`src/rtl/mix_muldiv_if.sv`:
```
// Start/done handshake bundle for mix_muldiv: operands in, rA:rX results out.
// Words are sign-magnitude, W+1 bits with the sign in bit W.
interface mix_muldiv_if #(
  parameter int BYTE_BITS = 6,
  parameter int BYTES     = 5
);
  localparam int W = BYTE_BITS * BYTES;

  logic         start;
  logic         op;
  logic [W:0]   a_in;
  logic [W:0]   x_in;
  logic [W:0]   v_in;
  logic         busy;
  logic         done;
  logic [W:0]   a_out;
  logic [W:0]   x_out;
  logic         overflow;

  modport master (
    output start, op, a_in, x_in, v_in,
    input  busy, done, a_out, x_out, overflow
  );

  modport slave (
    input  start, op, a_in, x_in, v_in,
    output busy, done, a_out, x_out, overflow
  );
endinterface

```
`src/rtl/mix_muldiv.sv`:
```
// Sequential sign-magnitude MUL/DIV for the MIX rA:rX pair, one bit per cycle.
// Define MIX_MULDIV_DIV_EN to build the DIV datapath; without it op=1 always reports overflow.
module mix_muldiv #(
  parameter int BYTE_BITS = 6,
  parameter int BYTES     = 5
) (
  input logic         clk,
  input logic         reset_n,
  mix_muldiv_if.slave bus
);
  localparam int W  = BYTE_BITS * BYTES;
  localparam int CW = $clog2(W + 1);
  localparam logic [CW-1:0] CNT_INIT = CW'(W);
  localparam logic [CW-1:0] CNT_ONE  = {{(CW-1){1'b0}}, 1'b1};

  typedef enum logic [1:0] {
    IDLE = 2'd0,
    RUN  = 2'd1,
    FIN  = 2'd2
  } state_t;

  state_t          state_r, state_s;
  logic [CW-1:0]   cnt_r, cnt_s;
  logic [W-1:0]    hi_r, hi_s;
  logic [W-1:0]    lo_r, lo_s;
  logic [W-1:0]    v_r;
  logic            op_r, sq_r, sa_r;

  logic [W:0]      sum_s;
  logic [W-1:0]    mul_hi_s, mul_lo_s;
  logic [W-1:0]    step_hi_s, step_lo_s;
  logic            ovf_s;
  logic            accept_s;
  logic            load_s;
  logic [W:0]      a_load_s, x_load_s;
  logic            ovf_load_s;

  logic            busy_r, done_r, ovf_r;
  logic [W:0]      a_out_r, x_out_r;

`ifdef MIX_MULDIV_DIV_EN
  logic [W:0]      shl_s;
  logic [W-1:0]    rem_s;
  logic            qbit_s;

  // |rA| >= |V| (V = 0 included) means the quotient cannot fit in one word.
  assign ovf_s = bus.op & (bus.a_in[W-1:0] >= bus.v_in[W-1:0]);
`else
  assign ovf_s = bus.op;
`endif

  // One radix-2 iteration: shift-add for MUL, restore-or-subtract for DIV.
  always_comb begin
    sum_s     = {1'b0, hi_r} + (lo_r[0] ? {1'b0, v_r} : {(W+1){1'b0}});
    mul_hi_s  = sum_s[W:1];
    mul_lo_s  = {sum_s[0], lo_r[W-1:1]};
    step_hi_s = mul_hi_s;
    step_lo_s = mul_lo_s;
`ifdef MIX_MULDIV_DIV_EN
    // Remainder stays below |V|, so the W-bit difference is exact.
    shl_s = {hi_r, lo_r[W-1]};
    if (shl_s >= {1'b0, v_r}) begin
      rem_s  = shl_s[W-1:0] - v_r;
      qbit_s = 1'b1;
    end else begin
      rem_s  = shl_s[W-1:0];
      qbit_s = 1'b0;
    end
    if (op_r) begin
      step_hi_s = rem_s;
      step_lo_s = {lo_r[W-2:0], qbit_s};
    end else begin
      step_hi_s = mul_hi_s;
      step_lo_s = mul_lo_s;
    end
`endif
  end

  // Next-state, iteration counter and result-load decode.
  always_comb begin
    state_s    = state_r;
    cnt_s      = cnt_r;
    hi_s       = hi_r;
    lo_s       = lo_r;
    accept_s   = 1'b0;
    load_s     = 1'b0;
    a_load_s   = a_out_r;
    x_load_s   = x_out_r;
    ovf_load_s = ovf_r;
    case (state_r)
      IDLE: begin
        if (bus.start) begin
          accept_s = 1'b1;
          if (ovf_s) begin
            state_s    = FIN;
            load_s     = 1'b1;
            a_load_s   = bus.a_in;
            x_load_s   = bus.x_in;
            ovf_load_s = 1'b1;
          end else begin
            state_s = RUN;
            cnt_s   = CNT_INIT;
            hi_s    = bus.op ? bus.a_in[W-1:0] : {W{1'b0}};
            lo_s    = bus.op ? bus.x_in[W-1:0] : bus.a_in[W-1:0];
          end
        end else begin
          state_s = IDLE;
        end
      end
      RUN: begin
        hi_s  = step_hi_s;
        lo_s  = step_lo_s;
        cnt_s = cnt_r - CNT_ONE;
        if (cnt_r == CNT_ONE) begin
          state_s    = FIN;
          load_s     = 1'b1;
          ovf_load_s = 1'b0;
          // DIV leaves the quotient in lo and the remainder in hi.
          a_load_s   = op_r ? {sq_r, step_lo_s} : {sq_r, step_hi_s};
          x_load_s   = op_r ? {sa_r, step_hi_s} : {sq_r, step_lo_s};
        end else begin
          state_s = RUN;
        end
      end
      FIN: begin
        state_s = IDLE;
      end
      default: begin
        state_s = IDLE;
        cnt_s   = {CW{1'b0}};
      end
    endcase
  end

  // FSM state, datapath and captured operand registers.
  always_ff @(posedge clk or negedge reset_n) begin
    if (!reset_n) begin
      state_r <= IDLE;
      cnt_r   <= {CW{1'b0}};
      hi_r    <= {W{1'b0}};
      lo_r    <= {W{1'b0}};
      v_r     <= {W{1'b0}};
      op_r    <= 1'b0;
      sq_r    <= 1'b0;
      sa_r    <= 1'b0;
    end else begin
      state_r <= state_s;
      cnt_r   <= cnt_s;
      hi_r    <= hi_s;
      lo_r    <= lo_s;
      if (accept_s) begin
        v_r  <= bus.v_in[W-1:0];
        op_r <= bus.op;
        sq_r <= bus.a_in[W] ^ bus.v_in[W];
        sa_r <= bus.a_in[W];
      end
    end
  end

  // Registered handshake and result outputs; results hold until the next FIN.
  always_ff @(posedge clk or negedge reset_n) begin
    if (!reset_n) begin
      busy_r  <= 1'b0;
      done_r  <= 1'b0;
      ovf_r   <= 1'b0;
      a_out_r <= {(W+1){1'b0}};
      x_out_r <= {(W+1){1'b0}};
    end else begin
      busy_r <= (state_s != IDLE);
      done_r <= (state_s == FIN);
      if (load_s) begin
        a_out_r <= a_load_s;
        x_out_r <= x_load_s;
        ovf_r   <= ovf_load_s;
      end
    end
  end

  assign bus.busy     = busy_r;
  assign bus.done     = done_r;
  assign bus.overflow = ovf_r;
  assign bus.a_out    = a_out_r;
  assign bus.x_out    = x_out_r;
endmodule

```
`src/flat_wrapper.sv`:
```
// flat-port wrapper written by rule: the top's interface ports become plain ports
module mix_muldiv_flat 
#(
  parameter int BYTE_BITS = 6,
  parameter int BYTES     = 5
)
  (clk, reset_n, bus_start, bus_op, bus_a_in, bus_x_in, bus_v_in, bus_busy, bus_done, bus_a_out, bus_x_out, bus_overflow);
  mix_muldiv_if #(.BYTE_BITS(BYTE_BITS), .BYTES(BYTES)) bus_i ();
  input logic clk;
  input logic reset_n;
  input wire logic [$bits(bus_i.start)-1:0] bus_start;
  input wire logic [$bits(bus_i.op)-1:0] bus_op;
  input wire logic [$bits(bus_i.a_in)-1:0] bus_a_in;
  input wire logic [$bits(bus_i.x_in)-1:0] bus_x_in;
  input wire logic [$bits(bus_i.v_in)-1:0] bus_v_in;
  output wire logic [$bits(bus_i.busy)-1:0] bus_busy;
  output wire logic [$bits(bus_i.done)-1:0] bus_done;
  output wire logic [$bits(bus_i.a_out)-1:0] bus_a_out;
  output wire logic [$bits(bus_i.x_out)-1:0] bus_x_out;
  output wire logic [$bits(bus_i.overflow)-1:0] bus_overflow;
  assign bus_i.start = bus_start;
  assign bus_i.op = bus_op;
  assign bus_i.a_in = bus_a_in;
  assign bus_i.x_in = bus_x_in;
  assign bus_i.v_in = bus_v_in;
  assign bus_busy = bus_i.busy;
  assign bus_done = bus_i.done;
  assign bus_a_out = bus_i.a_out;
  assign bus_x_out = bus_i.x_out;
  assign bus_overflow = bus_i.overflow;
  mix_muldiv #(.BYTE_BITS(BYTE_BITS), .BYTES(BYTES)) u_core (.clk(clk), .reset_n(reset_n), .bus(bus_i));
endmodule
```
`config.mk`:
```
export PLATFORM = sky130hd
export DESIGN_NAME = mix_muldiv_flat
export DESIGN_NICKNAME = d
export VERILOG_FILES = /design/src/rtl/mix_muldiv_if.sv /design/src/rtl/mix_muldiv.sv /design/src/flat_wrapper.sv
export SDC_FILE = /design/constraint.sdc
export NUM_CORES = 1
export LEC_CHECK = 0
export CORE_ASPECT_RATIO = 0.5
export CORE_MARGIN = 10
export CORE_UTILIZATION = 53
export DETAILED_ROUTE_END_ITERATION = 7
export PLACE_DENSITY = 0.77
export SLEW_MARGIN = 20
export SYNTH_ARGS = -nofsm -noshare
export SYNTH_HDL_FRONTEND = slang
export SYNTH_SLANG_ARGS = --single-unit
```
`constraint.sdc`:
```
create_clock -name clk -period 3.45 [get_ports clk]
set_input_delay 0.69 -clock clk [delete_from_list [all_inputs] [get_ports clk]]
set_output_delay 0.69 -clock clk [all_outputs]
set_load 0.02 [all_outputs]
```
==> qor.txt <==
status: finished clean
Syn Std Cell Area: 0.00899 sq mm
reg-to-reg startpoint: u_core.lo_r[0]
multi-input logic area: 0.00457 sq mm
DIE WIDTH: 204 um
Req. time, crit path: 3.81 ns
final setup fails: 0
IO Pins: 162
top post-synthesis cells by count: dfrtp_1 (165), nand2_1 (126), o21ai_0 (102)
Site Rows: 33
mean post-synth cell area: 9.41 sq um
DRC viols: 0
first-pass GRT wire length: 45.7 mm
Tightest Pin Transition: 0.845 ns
DP HPWL: 21.8 mm
path depth of the worst reg2reg path: 11
hold_buf cts: 0
Post-synth EDFFs: 0
Period minus WS final: 3.20 ns
min-delay worst type: in -> async
Final Non-Filler Cells: 1336
Post-Route WL: 29.3 mm
Placed Instances: 1304
Primary FF master, synth: dfrtp_1
Hold Vio Cnt, Final: 0
DR pass1 iterations: 7
Via density: 6.22
FFs w/ async S/R, synth: 100%
CP Max Fanout: 29
Final ANT Viol Nets: 0
cell accounting for the most synthesized area: dfrtp_1
post-layout power: 13.0 mW
CTS sink cnt: 165
Worst Skew: 0.0146 ns
share of cells above drive strength 1: 11.0%
root buffer cell: clkbuf_16
Layout area overhead: 27.6%
RSZ-0062 raised after global routing: no
max_slew headroom: 43.7%
largest cells by area after synthesis: dfrtp_1 (46%), o21ai_0 (5.7%), nand2_1 (5.3%)
Max-cap violations: 0
crit start category: flop
Pwr Density: 1130 mW/mm^2
# diodes: 0
Worst R2R Setup Slack: 0.25 ns
RePlAce Congestion: 0.994
Port Buf Inserts: 161
crit end category: flop
setup TNS: 0 ns
Reg area: 0.00413 sq mm
Core ar.: 0.0165 sq mm
yosys warns: 0
Worst-path clk slew: 0.07 ns
Gate Count Post-Synth: 955
Yosys top cell area share: 45.9%
fill cell count: 1268
Critical Path Start: u_core.lo_r[0]
flops & latches, synth: 165
CP Class: reg -> reg
GRT Util Overall: 25.0%
leakage: 4.77 nW
crit path DAT: 3.56 ns
Slew Viols, Final: 0
vias in the first global route: 7798
H-tree Lvls: 4
Via Count: 8312
Remaining Overflow, GRT: 0
Clock Latency Late Sink: 0.43 ns
Chip Height: 112 um
DRT iter0 DRCs: 1003
final period utilization: 92.9%
largest net degree at the start of global routing: 91
CTS tree: done
full die area: 0.0229 sq mm
initial antenna violation count: 0
wire length per cell: 21.9 um
Reg-to-Reg End: u_core.bus.a_out[22]
CP Capture Point: u_core.bus.a_out[22]
cell with the most instances after synthesis: dfrtp_1
Syn Nets: 1085
post-CTS sizing: 0
Total Nets Final: 1226
Post-CTS Setup Bufs: 0
fmax: 0.312 GHz
Num CTS Buffers: 17
Initial Util: 54.4%
Seq/Total Area, Yosys: 45.9%
Distinct cells, synth: 73
VDD IR max: 0.515 mV
clock tree buffer depth: 2
==> logic make-up after synthesis <==
kind of cell | synth area share, %
multiplexers | 4.44
AO/OA/AOI/OAI | 22.7
adder cells (fa/ha/maj) | 4.68
XOR/XNOR | 2.62
AND/OR/NAND/NOR | 16.2
flip-flops | 45.9
buffers and inverters | 3.37
==> worst max-delay path, cell delays in order (launching register included) <==
cell and delay [ns]:
dfrtp_1 0.40, buf_4 0.22, and2_1 0.17, ha_1 0.47
nand4_1 0.21, a21oi_1 0.15, a21oi_1 0.11, nor3_1 0.29
nor2_1 0.16, and4bb_2 0.26, nor3_2 0.47, a221o_1 0.23
==> area by class of cell <==
| type | instances | share of cell area, % |
|---|---|---|
| clock buffer | 22 | 4.05 |
| multi-input combinational | 712 | 39.9 |
| clock inverter | 10 | 1.05 |
| sequential | 165 | 36.0 |
| timing repair buffer | 191 | 16.3 |
| tap | 227 | 2.48 |
| inverter | 9 | 0.295 |
==> registers in the layout, summed over array words and instances, names as in the netlist <==
| register | count |
|---|---|
| u_core.bus.a_out | 31 |
| u_core.bus.busy | 1 |
| u_core.bus.done | 1 |
| u_core.bus.overflow | 1 |
| u_core.bus.x_out | 31 |
| u_core.cnt_r | 5 |
| u_core.hi_r | 30 |
| u_core.lo_r | 30 |
| u_core.op_r | 1 |
| u_core.sa_r | 1 |
| u_core.sq_r | 1 |
| u_core.state_r | 2 |
| u_core.v_r | 30 |
==> layout by cell type (no fill, tap or decap), types with 32 or more instances in the layout <==
cell | synthesis | routed
dfrtp_1 | 165 | 165
clkdlybuf4s50_1 | 0 | 160
nand2_1 | 126 | 126
o21ai_0 | 102 | 102
nor2_1 | 69 | 67
a21oi_1 | 65 | 65
a31oi_1 | 34 | 34
nand3_1 | 32 | 32
ha_1 | 32 | 32
==> report_power, final <==
| part | switching [mW] | leakage [nW] | internal [mW] |
|---|---|---|---|
| logic | 4.51 | 2.53 | 2.92 |
| registers | 0.737 | 1.96 | 2.88 |
| clock network | 0.806 | 0.281 | 1.11 |
| total | 6.05 | 4.77 | 6.91 |
==> how the worst min path moves through the flow <==
stage	depth (start not counted)	slack, ns	endpoint	from
finish	1	0.31	u_core.v_r[6]	reset_n
global route	1	0.38	u_core.v_r[6]	reset_n
CTS	1	0.36	u_core.v_r[6]	reset_n
detailed placement	2	0.47	u_core.bus.overflow	u_core.bus.overflow
global placement	2	0.47	u_core.bus.a_out[4]	u_core.bus.a_out[4]
floorplan	0	0.39	u_core.bus.a_out[0]	reset_n
==> through the flow <==
stage | setup slack [ns] | hold WS [ns] | area [sq um] | util (%)
global placement | 0.386 | 0.465 | 10900 | 65.9
finish | 0.246 | 0.314 | 11500 | 69.4
CTS | 0.293 | 0.365 | 11500 | 69.4
global route | 0.0207 | 0.385 | 11500 | 69.4
detailed placement | 0.333 | 0.469 | 10900 | 65.9
floorplan | 0.516 | 0.394 | 8990 | -
==> routing by layer <==
layer	wire length (um)	vias up	global-route usage (%)
met5	0	-	0
met4	468	0	6.18
met3	2830	38	5.05
met2	13000	435	36.7
met1	13000	4074	36.8
li1	-	3765	-
(Power assumes the default switching activity.)
==> patch 1: new RTL, same flow settings <==
Build with the macro `MIX_MULDIV_DIV_EN` defined.
--- a/src/rtl/mix_muldiv.sv
+++ b/src/rtl/mix_muldiv.sv
@@ -1,4 +1,6 @@
 // Sequential sign-magnitude MUL/DIV for the MIX rA:rX pair, one bit per cycle.
 // Define MIX_MULDIV_DIV_EN to build the DIV datapath; without it op=1 always reports overflow.
+`define MIX_MULDIV_DIV_EN
+
 module mix_muldiv #(
   parameter int BYTE_BITS = 6,
Behaviour: not the same (Yosys sat finds a counterexample within 4 cycles, from zero or initial values and one cycle with reset_n low).
==> patch 1 against the unedited design <==
  * Wire length grew 73%
  * Synthesized area grew 43%
  * Sequential cell count is the same
  * Count of clock-buffer cells in the layout shrank 4
  * Utilization grew 2.5 points
  * Final area grew 50%
  * Worst setup slack lost 0.23 ns
  * Power grew 68%
  * Critical path type unchanged
  * Critical endpoint is now u_core.hi_r[17]
  * Largest power group unchanged
  * Highest routed layer unchanged
==> patch 1: results (changes against the unedited design) <==
set qor(status) {completed}
set qor(p_comb_mw) 16.0 ;# +120%
set qor(power.internal_mw) 10.74 ;# +55%
set qor(drtPass1Iterations) 6 ;# -1
set qor(postCtsSetupRepairBufs) 4 ;# +4
set qor(routedLengthMet1_microns) 20680 ;# +59%
set qor(grt_util_all_layers_pct) 31.26 ;# +6.2 points
set qor(r2r.worst_path.cells) 16 ;# +5
set qor(detailed_place_hpwl_microns) 37730 ;# +73%
set qor(synth_xor_xnor_area_share_pct) 3.127 ;# +0.51 points
set qor(share_clk_of_total_power_pct) 9.0 ;# -5.8 points
set qor(post_layout_nonfiller_instances) 2193 ;# +64%
set qor(clock-skew-final_ns) 0.008352 ;# -0.006224 ns
set qor(timing.slew.headroom_pct) 46.77 ;# +3.1 points
set qor(crit-reg2reg-launch) {u_core.lo_r[0]}
set qor(cpPeakStageDelay_ns) 0.42 ;# -0.05 ns
set qor(syn_nets) 1765 ;# +63%
set qor(drt_iter0_markers) 1646 ;# +64%
set qor(global_route.usage.met2_pct) 51.28 ;# +15 points
set qor(post_dp_cell_area_sq_mm) 0.01602 ;# +47%
set qor(synth.mux.area_fraction_pct) 3.991 ;# -0.45 points
set qor(use_met3_pct) 6.041 ;# +0.99 points
set qor(grt_antenna_before_repair) 1 ;# +1
set qor(crit_end) {u_core.hi_r[17]}
set qor(clock_latency_ns) 0.46 ;# +0.03 ns
set qor(synth-seq-area-share_pct) 32.05 ;# -14 points
set qor(synth-adder-area-share_pct) 9.245 ;# +4.6 points
set qor(r2r_setup_slack_ns) 0.02 ;# -0.23 ns
set qor(wl_met3_microns) 4195 ;# +48%
set qor(cts_made_buffers) 17 ;# unchanged
set qor(power.leakage_nw) 8.072 ;# +69%
set qor(compound_cell_area_share_of_the_yosys_netlist_pct) 29.70 ;# +7.0 points
set qor(max_fanout_on_critical_path) 4 ;# -86%
set qor(timing.rr.end) {u_core.hi_r[17]}
set qor(vias_per_cell) 6.411 ;# +3.0%
set qor(total_met2_wirelength_after_detailed_routing_microns) 23600 ;# +81%
set qor(synth.area.top_cells) {sky130_fd_sc_hd__dfrtp_1 32%, sky130_fd_sc_hd__ha_1 8.9%, sky130_fd_sc_hd__nand2_1 6.0%}
set qor(postSynthAreaPerCell_sq_um) 8.185 ;# -13%
set qor(max_freq_mhz) 291.6 ;# -6.6%
set qor(drt-wirelength-per-cell_microns) 23.11 ;# +5.4%
set qor(ir_drop_uv) 630.6 ;# +23%
set qor(use_met1_pct) 39.48 ;# +2.7 points
set qor(via_count_of_the_first_global_routing_pass) 13500 ;# +73%
set qor(grt_first_pass_wirelength_microns) 76200 ;# +67%
set qor(report.power.total_mw) 21.76 ;# +68%
set qor(synth.distinct_cells) 88 ;# +21%
set qor(post_route_cells_drive_above_1_share_pct) 17.11 ;# +6.1 points
set qor(worst_ep_arrival_time_ns) 3.77 ;# +0.21 ns
set qor(gp_congestion) 0.9965 ;# +0.29%
set qor(finalNetCount) 2054 ;# +68%
set qor(synthesis.yosys.warnings) 0 ;# unchanged
## patch 1: cell types whose count changed in the layout (fill, tap and decap cells not counted), moves of 18 or more
cell and change:
sky130_fd_sc_hd__buf_4 +155, sky130_fd_sc_hd__a21oi_1 +85, sky130_fd_sc_hd__nand2_1 +80, sky130_fd_sc_hd__inv_1 +69, sky130_fd_sc_hd__a21o_1 +52, sky130_fd_sc_hd__ha_1 +51, sky130_fd_sc_hd__o21ai_1 +39, sky130_fd_sc_hd__mux2i_1 +33
sky130_fd_sc_hd__mux2_2 -25, sky130_fd_sc_hd__o21ai_0 +23, sky130_fd_sc_hd__a222oi_1 -18, sky130_fd_sc_hd__o21a_1 +18
## patch 1: final cells by class
class | count | area, sq um
Fill cell | 1881 | 6724
Clock inverter | 14 | 131.4
Sequential cell | 165 | 4130
Tap cell | 315 | 394.1
Multi-Input combinational cell | 1236 | 8478
Clock buffer | 18 | 439.2
Timing Repair Buffer | 362 | 3362
Antenna cell | 2 | 5.005
Inverter | 81 | 309.0
==> patch 2: new RTL, same settings <==
Made on the original files. Re-encode `state_t` (3 states) as one-hot, 3 bits wide.
--- a/src/rtl/mix_muldiv.sv
+++ b/src/rtl/mix_muldiv.sv
@@ -14,8 +14,8 @@
   localparam logic [CW-1:0] CNT_ONE  = {{(CW-1){1'b0}}, 1'b1};
 
-  typedef enum logic [1:0] {
-    IDLE = 2'd0,
-    RUN  = 2'd1,
-    FIN  = 2'd2
+  typedef enum logic [2:0] {
+    IDLE = 3'b001,
+    RUN  = 3'b010,
+    FIN  = 3'b100
   } state_t;
 
Function: same outputs for any inputs over 4 cycles, from zero or initial values and one cycle with reset_n low; so few cycles prove little.
==> patch 2 against the unedited design <==
  * The flow now finishes with violations (design-rule violations)
  * Critical path depth decreased by 1
  * Sequential cell count increased by 1
  * Worst setup slack improved by 0.0094 ns
  * Count of clock-buffer cells in the layout unchanged
  * Synthesized cell count decreased by 2.9%
  * Wire length increased by 5.1%
  * Die area increased by 1.6%
  * Final area increased by 1.0%
  * Power decreased by 26%
  * Global-route usage increased by 1.3 points
  * Synthesized area increased by 1.8%
  * Combinational power decreased by 41%
  * Fmax increased by 0.30%
  * Largest power group unchanged
==> patch 2: results (changes against the unedited design) <==
set qor(status) {finished with violations}
set qor(violations_in_the_final_reports) {design-rule violations}
set qor(place.port_buffers) 161 ;# unchanged
set qor(cts_made_buffers) 17 ;# unchanged
set qor(drt_iter0_markers) 1008 ;# +0.50%
set qor(crit_end) {u_core.bus.a_out[24]}
set qor(power.leakage_nw) 5.219 ;# +9.3%
set qor(grt_start_max_net_pins) 82 ;# -9.9%
set qor(worst_hold_slack_ns) 0.2555 ;# -0.05813 ns
set qor(via_count_of_the_first_global_routing_pass) 8349 ;# +7.1%
set qor(async_flop_share_pct) 100.0 ;# unchanged
set qor(synth.distinct_cells) 69 ;# -5.5%
set qor(max_fanout_on_critical_path) 29 ;# unchanged
set qor(ir_drop_uv) 436.9 ;# -15%
set qor(post_route_cells_drive_above_1_share_pct) 10.44 ;# -0.56 points
set qor(gp_congestion) 0.9515 ;# -4.2%
set qor(diodes) 0 ;# unchanged
set qor(grt_antenna_before_repair) 1 ;# +1
set qor(synthesis.yosys.warnings) 0 ;# unchanged
set qor(global_route.usage.met2_pct) 40.60 ;# +3.8 points
set qor(filler_cell_count) 1283 ;# +1.2%
set qor(min-delay-path-class) {primary input to asynchronous set/reset pin}
set qor(clkTransAtPathRegs_ns) 0.07 ;# about the same
set qor(clock-skew-final_ns) 0.01629 ;# +0.001710 ns
set qor(synth.area.top_cells) {sky130_fd_sc_hd__dfrtp_1 45%, sky130_fd_sc_hd__ha_1 4.4%, sky130_fd_sc_hd__mux2_2 4.2%}
set qor(r2r_setup_slack_ns) 0.26
set qor(synth-seq-area-share_pct) 45.41 ;# -0.54 points
set qor(grt_util_all_layers_pct) 26.33 ;# +1.3 points
set qor(p_comb_mw) 4.36 ;# -41%
set qor(main_synth_ff_type) {sky130_fd_sc_hd__dfrtp_1}
set qor(vias_per_cell) 6.413 ;# +3.1%
set qor(max_slew.worst_pin.slew_ns) 0.8847 ;# +0.03995 ns
set qor(post-route-drc-count) 6 ;# +6
set qor(clk_root_buffer_cell) {sky130_fd_sc_hd__clkbuf_16}
set qor(r2r.worst_path.cells) 10 ;# -1
set qor(syn_nets) 1057 ;# -2.6%
set qor(use_met1_pct) 35.54 ;# -1.2 points
set qor(synthTopCellsByCount) {165 x sky130_fd_sc_hd__dfrtp_1, 90 x sky130_fd_sc_hd__nand2_1, 69 x sky130_fd_sc_hd__o21ai_0}
set qor(grt_first_pass_wirelength_microns) 48220 ;# +5.4%
set qor(finalNetCount) 1199 ;# -2.2%
set qor(seq_power_share_pct) 35.5 ;# +7.6 points
set qor(drtPass1Iterations) 8 ;# +1
set qor(synth-seq-cells) 166 ;# +0.61%
set qor(totalWireLength_microns) 30780 ;# +5.1%
set qor(detailed_place_hpwl_microns) 21630 ;# -0.97%
set qor(switching_power_mw) 3.953 ;# -35%
set qor(use_met3_pct) 7.603 ;# +2.6 points
## patch 2: cell types whose count changed in the layout (fill, tap and decap cells not counted), moves of 7 or more
cell,change
sky130_fd_sc_hd__a22o_1,+37
sky130_fd_sc_hd__a32o_1,-7
sky130_fd_sc_hd__nand2_1,-37
sky130_fd_sc_hd__o21ai_0,-33
sky130_fd_sc_hd__a221o_1,+14
sky130_fd_sc_hd__nand3_1,-22
sky130_fd_sc_hd__inv_1,+35
sky130_fd_sc_hd__a211oi_1,+8
sky130_fd_sc_hd__a21o_1,+8
sky130_fd_sc_hd__mux2i_1,+15
sky130_fd_sc_hd__a222oi_1,+11
sky130_fd_sc_hd__nor2_1,-28
sky130_fd_sc_hd__a31oi_1,-22
## patch 2: repair_timing
| item | 4_1_cts | 5_1_grt |
|---|---|---|
| endpoints found under the setup margin | 0 | 6 |
| setup buffers | 0 | 0 |
| gates resized for setup | 0 | 2 |
## patch 2: critical path, stage by stage, from the launching register on
cell and delay (ns):
sky130_fd_sc_hd__dfrtp_1 0.39, sky130_fd_sc_hd__buf_4 0.22, sky130_fd_sc_hd__and2_1 0.17, sky130_fd_sc_hd__ha_1 0.42
sky130_fd_sc_hd__a21oi_2 0.34, sky130_fd_sc_hd__nor2b_1 0.08, sky130_fd_sc_hd__a211oi_1 0.40, sky130_fd_sc_hd__nand2_1 0.26
sky130_fd_sc_hd__a21oi_2 0.29, sky130_fd_sc_hd__mux2_2 0.41, sky130_fd_sc_hd__nor2_1 0.12
## patch 2: cells by family (layout without fill, tap and decap cells)
logic type      after synthesis  after routing  synth area share [%]
buf+inv                     108            263                 4.677
compound gates              313            313                 24.42
mux                          54             54                 6.372
fa+ha+maj                    33             33                 4.595
xor+xnor                     25             25                 2.393
simple gates                228            228                 12.13
flops                       166            166                 45.41
## patch 2: stage by stage
| stage | utilization, % | cells | setup slack [ns] | power (mW) | cell area, sq um |
|---|---|---|---|---|---|
| floorplan | - | 927 | 0.5600 | 5.857 | 9150 |
| global placement | 66.17 | 1277 | 0.3207 | 7.624 | 11010 |
| detailed placement | 66.17 | 1277 | 0.2405 | 7.716 | 11010 |
| CTS | 69.55 | 1309 | 0.2227 | 9.600 | 11570 |
| global route | 69.59 | 1309 | 0.1359 | 10.15 | 11580 |
| finish | 69.59 | 1309 | 0.2559 | 9.647 | 11580 |
## patch 2: layout make-up
cell class	instances	share of cell area, %
clock buffer	22	4.009
clock inverter	10	0.8428
inverter	43	1.394
multi-input combinational	653	39.63
sequential	166	35.88
tap	227	2.453
timing repair buffer	188	15.79
## patch 2: layer usage
layer | share of wire [%] | vias up | wire, microns
li1 | - | 3731 | -
met1 | 43 | 4186 | 13370
met2 | 45 | 423 | 13950
met3 | 9.4 | 52 | 2899
met4 | 1.8 | 2 | 549
met5 | 0.042 | - | 13
